[src/rtl/q_8_10_steer_ctrl.sv]
// q_8_10_steer_ctrl: closed-loop x/y sequencer steering q_8_10_dff to a requested state
module q_8_10_steer_ctrl #(
  parameter int MAX_STEPS = 8,
  parameter int STEP_W    = 4
) (
  input  logic              clk,
  input  logic              rst,
  input  logic              req_valid,
  input  logic [1:0]        req_target,
  output logic              req_ready,
  input  logic [1:0]        state,
  output logic              x,
  output logic              y,
  output logic              done_valid,
  input  logic              done_ready,
  output logic              done_ok,
  output logic [STEP_W-1:0] done_steps
);
  typedef enum logic [1:0] {IDLE, STEER, DONE} ctl_t;
  ctl_t              ctl;
  logic [1:0]        tgt_q;
  logic [STEP_W-1:0] steps_q;
  logic              ok_q;
  logic [1:0]        hold, hop;
  logic              at_tgt, timeout;
  always_comb begin
    hold    = state == 2'd2 ? 2'b10 : state == 2'd3 ? 2'b01 : 2'b00;
    hop     = state == 2'd0 ? 2'b10 :
              state == 2'd1 ? (tgt_q == 2'd3 ? 2'b01 : 2'b00) :
              state == 2'd2 ? (tgt_q == 2'd3 ? 2'b11 : 2'b00) :
                              (tgt_q == 2'd2 ? 2'b00 : 2'b11);
    at_tgt  = state == tgt_q;
    timeout = steps_q == STEP_W'(MAX_STEPS);
  end
  // x/y are forced low during reset so an aborted run never leaves the plant moving
  assign {x, y}     = rst ? 2'b00 : (ctl == STEER && !at_tgt && !timeout) ? hop : hold;
  assign req_ready  = !rst && ctl == IDLE;
  assign done_valid = ctl == DONE;
  assign done_ok    = done_valid & ok_q;
  assign done_steps = done_valid ? steps_q : '0;
  always_ff @(posedge clk or posedge rst) begin
    if (rst) begin
      ctl     <= IDLE;
      tgt_q   <= 2'd0;
      steps_q <= '0;
      ok_q    <= 1'b0;
    end else begin
      case (ctl)
        IDLE: if (req_valid) begin
          tgt_q   <= req_target;
          steps_q <= '0;
          ok_q    <= 1'b0;
          ctl     <= STEER;
        end
        STEER: if (at_tgt || timeout) begin
          ok_q <= at_tgt;
          ctl  <= DONE;
        end else steps_q <= steps_q + STEP_W'(1);
        DONE: if (done_ready) ctl <= IDLE;
        default: ctl <= IDLE;
      endcase
    end
  end
endmodule

[config.mk]
export PLATFORM = sky130hd
export DESIGN_NAME = q_8_10_steer_ctrl
export DESIGN_NICKNAME = d
export VERILOG_FILES = /design/src/rtl/q_8_10_steer_ctrl.sv
export SDC_FILE = /design/constraint.sdc
export NUM_CORES = 1
export LEC_CHECK = 0
export CAP_MARGIN = 20
export CORE_UTILIZATION = 35
export DETAILED_ROUTE_END_ITERATION = 10
export GPL_TIMING_DRIVEN = 0
export SYNTH_ARGS = -nofsm -noshare
export SYNTH_HDL_FRONTEND = slang
export SYNTH_SLANG_ARGS = --single-unit
[constraint.sdc]
create_clock -name clk -period 1.82 [get_ports clk]
set_input_delay 0.364 -clock clk [delete_from_list [all_inputs] [get_ports clk]]
set_output_delay 0.364 -clock clk [all_outputs]
set_load 0.005 [all_outputs]
# Word-level counts from Yosys, hierarchy flattened
# Cells that the tools add are included.
[totals] register_bits=9 latch_bits=0 ram_bits=0 romBits=0 input_bits=8 out_inout_bits=9 wordCells=54 memories=0
[classes] addsub=1 n_mul=0 div=0 n_lt_le_gt_ge=0 n_eq_ne=13 shift=0 mux=21 n_bitwise=1 reduce_logical=14
[ops] operator="two-way mux 2 bit" count=11
[ops] operator="two-way mux 4 bit" count=3
[ops] operator="equality test 2 bit (second input constant)" count=5
[ops] operator="AND reduction 3 bit" count=3
[ops] operator="case mux 4 bit (2 select lines)" count=1
[ops] operator="case mux 2 bit (3 select lines)" count=1
[ops] operator="adder 4 x 1 -> 4 bit (second input constant)" count=1
[ops] operator="equality test 2 x 1 -> 1 bit (second input constant)" count=2
[ops] operator="equality test 4 bit (second input constant)" count=1
[ops] operator="logical NOT 2 bit" count=2
[ops] operator="two-way mux 1 bit" count=4
[ops] operator="!= test 2 x 1 -> 1 bit (second input constant)" count=2
[ops] operator="!= test 2 bit (second input constant)" count=2
[ops] operator="logical AND 1 bit" count=3
[ops] operator="logical NOT 1 bit" count=3
[ops] operator="equality test 2 bit" count=1
[ops] operator="case mux 1 bit (2 select lines)" count=1
[ops] operator="AND reduction 2 bit" count=1
[ops] operator="nonzero test 2 bit" count=1
[ops] operator="bitwise AND 1 bit" count=1
[ops] operator="logical OR 1 bit" count=1

# Logic depth before layout (Yosys ltp)
# Gate-level depths: netlist of run 1.
[logic_depth] depth_word=7 depth_mapped=6 mapped_depth_nobuf=6

# Worst setup path before layout of run 1
# Ideal clock, no wire load.
[synth_timing] path_kind="flip-flop to output port" start="reg steps_q[0]" end="out y" arrival_time_ns=1.255 t_required_ns=1.456 slack_ns=0.201 stages_incl_launch_ff=7 n_path_buf=0 cell_sequence="dfrtp_1 inv_1 ha_1 nand3b_1 o21a_2 a311oi_1 a31o_1"
[synth_between] elab_chain_cells=5
[synth_rtl] element="from (decl)" line_no="22" source="logic [STEP_W-1:0] steps_q;"
[synth_rtl] element="from (signal assigned)" line_no="58" source="end else steps_q <= steps_q + STEP_W'(1);"
[synth_rtl] element="equality test 4 bit" line_no="33" source="timeout = steps_q == STEP_W'(MAX_STEPS);"
[synth_rtl] element="logical NOT 1 bit" line_no="36" source="assign {x, y} = rst ? 2'b00 : (ctl == STEER && !at_tgt && !timeout) ? hop : hold;"
[synth_rtl] element="logical AND 1 bit" line_no="36"
[synth_rtl] element="two-way mux 2 bit (2 in a row)" line_no="36"
[synth_rtl] element="to (decl)" line_no="13" source="output logic y,"
# Every way passes these cells.

# Worst setup path after layout of run 1
[layout_timing] start="reg steps_q[1]" end="out x"
[layout_between] elab_chain_cells=5
[layout_rtl] element="equality test 4 bit" line_no="33"
[layout_rtl] element="logical NOT 1 bit" line_no="36"
[layout_rtl] element="logical AND 1 bit" line_no="36"
[layout_rtl] element="two-way mux 2 bit (2 in a row)" line_no="36"
[layout_rtl] element="to (decl)" line_no="12" source="output logic x,"
# Every way passes these cells.

==> impl_metrics.ini, run 1 <==
[synthesis]
synth_top_cell_area_share_pct = 37.97
yosys.cell_count.top_type = sky130_fd_sc_hd__dfrtp_1
synth_top_cells_by_count = sky130_fd_sc_hd__dfrtp_1 (9), sky130_fd_sc_hd__nand2_1 (6), sky130_fd_sc_hd__nor2_1 (6)
synth.largest_area_cell = sky130_fd_sc_hd__dfrtp_1
syn_area_um2 = 593.1
main_flop_type_after_synthesis = sky130_fd_sc_hd__dfrtp_1
synth-seq-cells = 9
ys_types = 29
synth-edff-count = 0
synth.area.top_cells = sky130_fd_sc_hd__dfrtp_1 (38%), sky130_fd_sc_hd__mux2_2 (5.7%), sky130_fd_sc_hd__and2_1 (4.2%)
synthCells = 68
asyncSetResetFlopFracSynth_pct = 100.0
synth_warnings = 0
syn_avg_cell_area_um2 = 8.722
synth_fp_nets = 78
ys_seq_area_share_pct = 37.97

[drt]
postRouteAntennaNets = 0
detailroute.via_count = 651
drt-total-wl_um = 1755
drt_pre_antenna_iters = 4
detail_route.wl_per_cell_um = 14.15
dr.first_iter.drc_count = 14
route.detailed.drc = 0
detail_route.vias_per_cell = 5.250

[sta]
final_slew_violations = 0
worst_pin_slew_ps = 291.9
final.setup.worst_slack_ps = -164.1
worst_clock_skew_ps = 0.7498
report.final.hold_viol_count = 0
fin_tns_setup_ps = -360.3
timing.final.crit_share_pct = 109.0
layout_min_cycle_time_ps = 1984
setup_repair_after_global_routing_missed_its_margin = yes
timing.max_slew.rel_slack_pct = 80.54
fmax_mhz = 504.0
setup_viol_count_final = 3

[finish]
finalNonFillerCells = 124
layout.nets = 119
final_area_um2 = 979.7
multi_input_comb_area_um2 = 391.6
synth_to_final_area_change_pct = 65.19
register_area_um2 = 227.7
num_antenna_cells = 0
fraction_of_layout_cells_with_a_size_suffix_above_1_pct = 39.81
n_fill_cell = 128

[clock_tree]
clk_transition_reported_paths_ps = 60
cts.path.max_buffers = 2
clock_insertion_delay_worst_skew_ps = 270
ctsHtreeMaxLevel = 1
tritoncts_clock_tree = done
clock_sinks = 9
cts_made_buffers = 3
cts_root_buf = sky130_fd_sc_hd__clkbuf_4

[global_routing]
first_global_vias = 666
grt_usage_pct = 22.06
wire_length_of_the_first_global_routing_pass_um = 3001
grt_remaining_overflow = 0
antenna_found_initial = 0
pin_count_of_the_biggest_net_entering_global_routing = 10

[placement]
dp_cells = 100
routabilityCongestion = 0.7164
port_buffers = 16
detailed_placer_s_ending_hpwl_um = 986.1
placed_area_um2 = 773.2
place_ws_ps = -781.5

[floorplan]
floorplan.die.width_um = 43.17
die-area_um2 = 1863
die_y_um = 43.17
start_util_pct = 38.47
core_area_um2 = 1541
boundaryPins = 17
row_count = 14

[job]
timing.max_cap.violations = 0

[power_and_ir_drop]
power.switching_fraction_pct = 40.14
ir_drop_uv = 642.0
internal-power_uw = 886.8
power_density_nw_per_um2 = 1512
leakage_nw = 0.4868
clock_power_share_pct = 11.0
power.share.combinational_pct = 62.7
power_frac_seq_pct = 26.3
power_spent_charging_and_discharging_nets_uw = 594.6

[setup_path]
reg2reg_to = steps_q[2]
worst-path-buf-inv = 3
worst-path-max-fanout = 3
critical_path_at_ps = 1620
crit_path_cell_trace = inv_2, ha_4, nand3b_1, o21a_2, buf_6, nand4b_1, o211ai_1, buf_2
r2r_setup_slack_ps = 280
cpMaxStageDelayCell = sky130_fd_sc_hd__dfrtp_1
cp_slowest_stage_delay_ps = 380
end_kind = primary output
rr_worst_depth = 8
critical_path.startpoint_type = flop
setup.worst_path.class = flop to primary output
worstPathRequired_ps = 1460
start_of_the_worst_register_to_register_path = steps_q[1]
timing.critical_path.depth = 8
critPathTopFamily = flip-flops

[outcome]
failed_checks = negative setup slack
status = finished, violations left

[min_path]
min_path_type = input port to asynchronous set/reset pin
## cell type report
| cell class | instances | share of cell area, % |
|---|---|---|
| clock buffers | 4 | 2.682 |
| well taps | 16 | 2.043 |
| multi-input cells | 55 | 39.97 |
| repair buffers | 36 | 30.14 |
| inverters | 4 | 1.916 |
| flip-flops and latches | 9 | 23.24 |
## worst max path at each step
stage                     startpoint  slack, ps  endpoint
after floorplan           steps_q[0]        200         y
after global placement      state[0]       -770         y
after detailed placement    state[0]       -780         y
after CTS                 steps_q[1]       -140         y
after global routing      steps_q[0]       -240         x
final                     steps_q[1]       -160         x
## flip-flops by register name (all words and copies together) (netlist names)
signal,cells
ctl,2
ok_q,1
steps_q,4
tgt_q,2
## stage by stage
stage / hold slack (ps) / total power [mW] / util [%]
floorplan: 197.0 / 0.7627 / -
global placement: 511.2 / 0.9409 / 50.16
detailed placement: 513.7 / 0.9471 / 50.16
CTS: 341.8 / 1.399 / 61.53
global route: 384.1 / 1.601 / 63.56
finish: 363.9 / 1.481 / 63.56
## layer usage
layer,routed length (um),GRT usage (%),up-vias
met5,0,0,-
met3,73,2.979,7
met4,49,11.52,0
met2,837,36.12,21
li1,-,-,323
met1,794,27.75,300
## worst reg2reg max path, stage by stage, from the launching register on
cell and delay (ps):
sky130_fd_sc_hd__dfrtp_1 400, sky130_fd_sc_hd__inv_2 90, sky130_fd_sc_hd__ha_4 120, sky130_fd_sc_hd__nand3b_1 120, sky130_fd_sc_hd__o21ai_1 150, sky130_fd_sc_hd__nor2_2 90
sky130_fd_sc_hd__buf_4 140, sky130_fd_sc_hd__buf_4 130, sky130_fd_sc_hd__a22o_1 190
## cell families after synthesis
group | after synthesis | synth area share (%)
simple gates | 30 | 26.37
compound gates | 18 | 20.25
flops | 9 | 37.98
buf+inv | 4 | 2.531
mux | 3 | 5.696
xor+xnor | 2 | 2.954
fa+ha+maj | 2 | 4.219
## timing repair
action / 4_1_cts / 5_1_grt
pin swaps: 5 / 2
hold buffers: 0 / 0
buffers inserted: 18 / 2
gates resized for setup: 32 / 6
setup endpoints to repair: 9 / 6
## power by group through the flow
stage	registers (mW)	logic, mW	clock network [mW]
3_5_place_dp	0.389	0.558	0
2_1_floorplan	0.359	0.403	0
3_3_place_gp	0.383	0.558	0
4_1_cts	0.379	0.856	0.165
5_1_grt	0.401	1.02	0.180
6_report	0.389	0.929	0.163
## cells in the final DEF (no fill, tap or decap), drive strengths merged, types with 2 or more instances in the layout
cell type / count
buf: 23
dfrtp: 9
nor2: 7
o21ai: 7
nand2: 6
dlygate4sd2: 6
clkbuf: 5
nand3: 4
and2: 4
clkdlybuf4s50: 4
mux2: 3
inv: 3
a22o: 2
o22ai: 2
dlymetal6s2s: 2
xor2: 2
nor2b: 2
ha: 2
No activity file was read; power rests on OpenSTA's default activity.
==> run 2, diff against run 1 <==
CORE_UTILIZATION = 45   (was 35)
PLACE_DENSITY = 0.76   (was not set)
==> impl_metrics.ini, run 2 (synthesized netlist as in run 1, its figures left out) <==
[finish]
most-common-layout-cells = sky130_fd_sc_hd__buf_4 (20), sky130_fd_sc_hd__dfrtp_1 (8), sky130_fd_sc_hd__nand2_1 (6), sky130_fd_sc_hd__dlygate4sd2_1 (6), sky130_fd_sc_hd__nor2_1 (5)
reg_top3 = steps_q: 4 flops, ctl: 2 flops, tgt_q: 2 flops
fin_util_pct = 83.55
register_ranked_first_by_flip_flop_count = steps_q
synth_to_final_area_change_pct = 64.98
multi_input_comb_area_um2 = 386.6
n_fill_cell = 66
layout.cells.most_common = sky130_fd_sc_hd__buf_4
final_area_um2 = 978.4
register_area_um2 = 226.5
layout.nets = 121
fraction_of_layout_cells_with_a_size_suffix_above_1_pct = 40.91
num_antenna_cells = 0
largest_reg_flops = 4

[floorplan]
boundaryPins = 17
start_util_pct = 50.64
die-area_um2 = 1467
row_count = 12
core_area_um2 = 1171
die_y_um = 38.31
floorplan.die.width_um = 38.31

[sta]
layout_min_cycle_time_ps = 2137
timing.final.crit_share_pct = 117.4
worst_clock_skew_ps = 5.049
setup_viol_count_final = 3
final.setup.worst_slack_ps = -316.7
final_slew_violations = 0
fin_tns_setup_ps = -648.9
worst_pin_slew_ps = 325.4
setup_repair_after_global_routing_missed_its_margin = yes
report.final.hold_viol_count = 0
timing.max_slew.rel_slack_pct = 78.23
fmax_mhz = 468.0

[placement]
place_ws_ps = -768.5
port_buffers = 16
routabilityCongestion = 0.8208
placed_area_um2 = 770.7
detailed_placer_s_ending_hpwl_um = 907.9

[clock_tree]
tritoncts_clock_tree = done
ctsHoldBuffers = 0
ctsHtreeMaxLevel = 1
cts_made_buffers = 3
clock_sinks = 9
cts_root_buf = sky130_fd_sc_hd__clkbuf_4
cts.path.max_buffers = 2
clock_insertion_delay_worst_skew_ps = 270
clk_transition_reported_paths_ps = 60

[min_path]
min_path_type = input port to asynchronous set/reset pin

[setup_path]
cpMaxStageDelayCell = sky130_fd_sc_hd__dfrtp_1
worst-path-max-fanout = 4
reg2reg_to = steps_q[2]
end_kind = primary output
crit_path_cell_trace = inv_2, ha_4, nand3b_1, o21a_2, buf_4, buf_6, nand3_2, o211ai_1, buf_2
critPathTopFamily = buffers and inverters
critical_path_at_ps = 1770
critical_path.startpoint_type = flop
start_of_the_worst_register_to_register_path = steps_q[1]
rr_worst_depth = 7
worstPathRequired_ps = 1460
worst-path-buf-inv = 4
cp_slowest_stage_delay_ps = 400
setup.worst_path.class = flop to primary output
r2r_setup_slack_ps = 300

[drt]
dr.first_iter.drc_count = 18
detailroute.via_count = 688
drt-total-wl_um = 1903
drt_pre_antenna_iters = 4
route.detailed.drc = 0
postRouteAntennaNets = 0
detail_route.vias_per_cell = 5.548
detail_route.wl_per_cell_um = 15.35

[power_and_ir_drop]
power_density_nw_per_um2 = 1566
leakage_nw = 0.4797
ir_drop_uv = 866.7

[global_routing]
grt_usage_pct = 31.34
first_global_vias = 662
grt_remaining_overflow = 0
wire_length_of_the_first_global_routing_pass_um = 2877
antenna_found_initial = 0
pin_count_of_the_biggest_net_entering_global_routing = 10

[outcome]
failed_checks = negative setup slack
status = finished, violations left

[job]
timing.max_cap.violations = 0
-- run 2: what timing repair did --
| action | 4_1_cts | 5_1_grt |
|---|---|---|
| resized for setup | 30 | 8 |
| hold endpoints to repair | 0 | 0 |
| buffers inserted | 19 | 3 |
| pin swaps | 3 | 1 |
| endpoints found under the setup margin | 9 | 6 |
-- run 2: worst min-delay path, stage by stage --
cell and delay, ps:
sky130_fd_sc_hd__dlygate4sd2_1 320, sky130_fd_sc_hd__clkinvlp_4 100, sky130_fd_sc_hd__buf_4 170
-- run 2: through the flow --
step           hold WS, ps  power [mW]  cells
2_1_floorplan        197.0      0.7627     68
3_3_place_gp         504.8      0.9410     98
3_5_place_dp         507.4      0.9396     98
4_1_cts              327.0       1.394    121
5_1_grt              352.6       1.630    124
6_report             342.1       1.532    124
-- run 2: layout make-up --
cell class | count | area share [%]
sequential | 9 | 23.15
multi-input combinational | 55 | 39.51
timing repair buffer | 38 | 30.95
clock buffer | 4 | 2.685
tap | 14 | 1.790
inverter | 4 | 1.918
-- run 2: power by group --
group / switching, mW / internal, mW / total [mW] / leakage, nW
Sequential: 0.0877 / 0.288 / 0.376 / 0.113
Clock: 0.0722 / 0.0847 / 0.157 / 0.0150
Combinational: 0.468 / 0.532 / 1.00 / 0.351
Total: 0.628 / 0.904 / 1.53 / 0.480
-- run 2: worst max path at each step --
stage	startpoint	to	cells after the start	slack [ps]
final	steps_q[1]	x	9	-320
after CTS	steps_q[1]	y	8	-200
after floorplan	steps_q[0]	y	6	200
after detailed placement	state[0]	y	6	-770
after global placement	state[0]	y	6	-770
after global routing	steps_q[1]	x	9	-360
-- run 2: layer usage --
layer	share of wire, %	global-route usage (%)	wire [um]
met1	44	33.71	836
met2	47	51.69	900
met3	5.6	11.63	107
met4	3.1	18.75	59
met5	0	0	0
==> run 3, diff against run 2 <==
CORE_UTILIZATION = 35   (was 45)
PLACE_DENSITY = not set   (was 0.76)
==> results of run 3 <==
The final DEF is identical to that of run 1; final timing and power are the same.
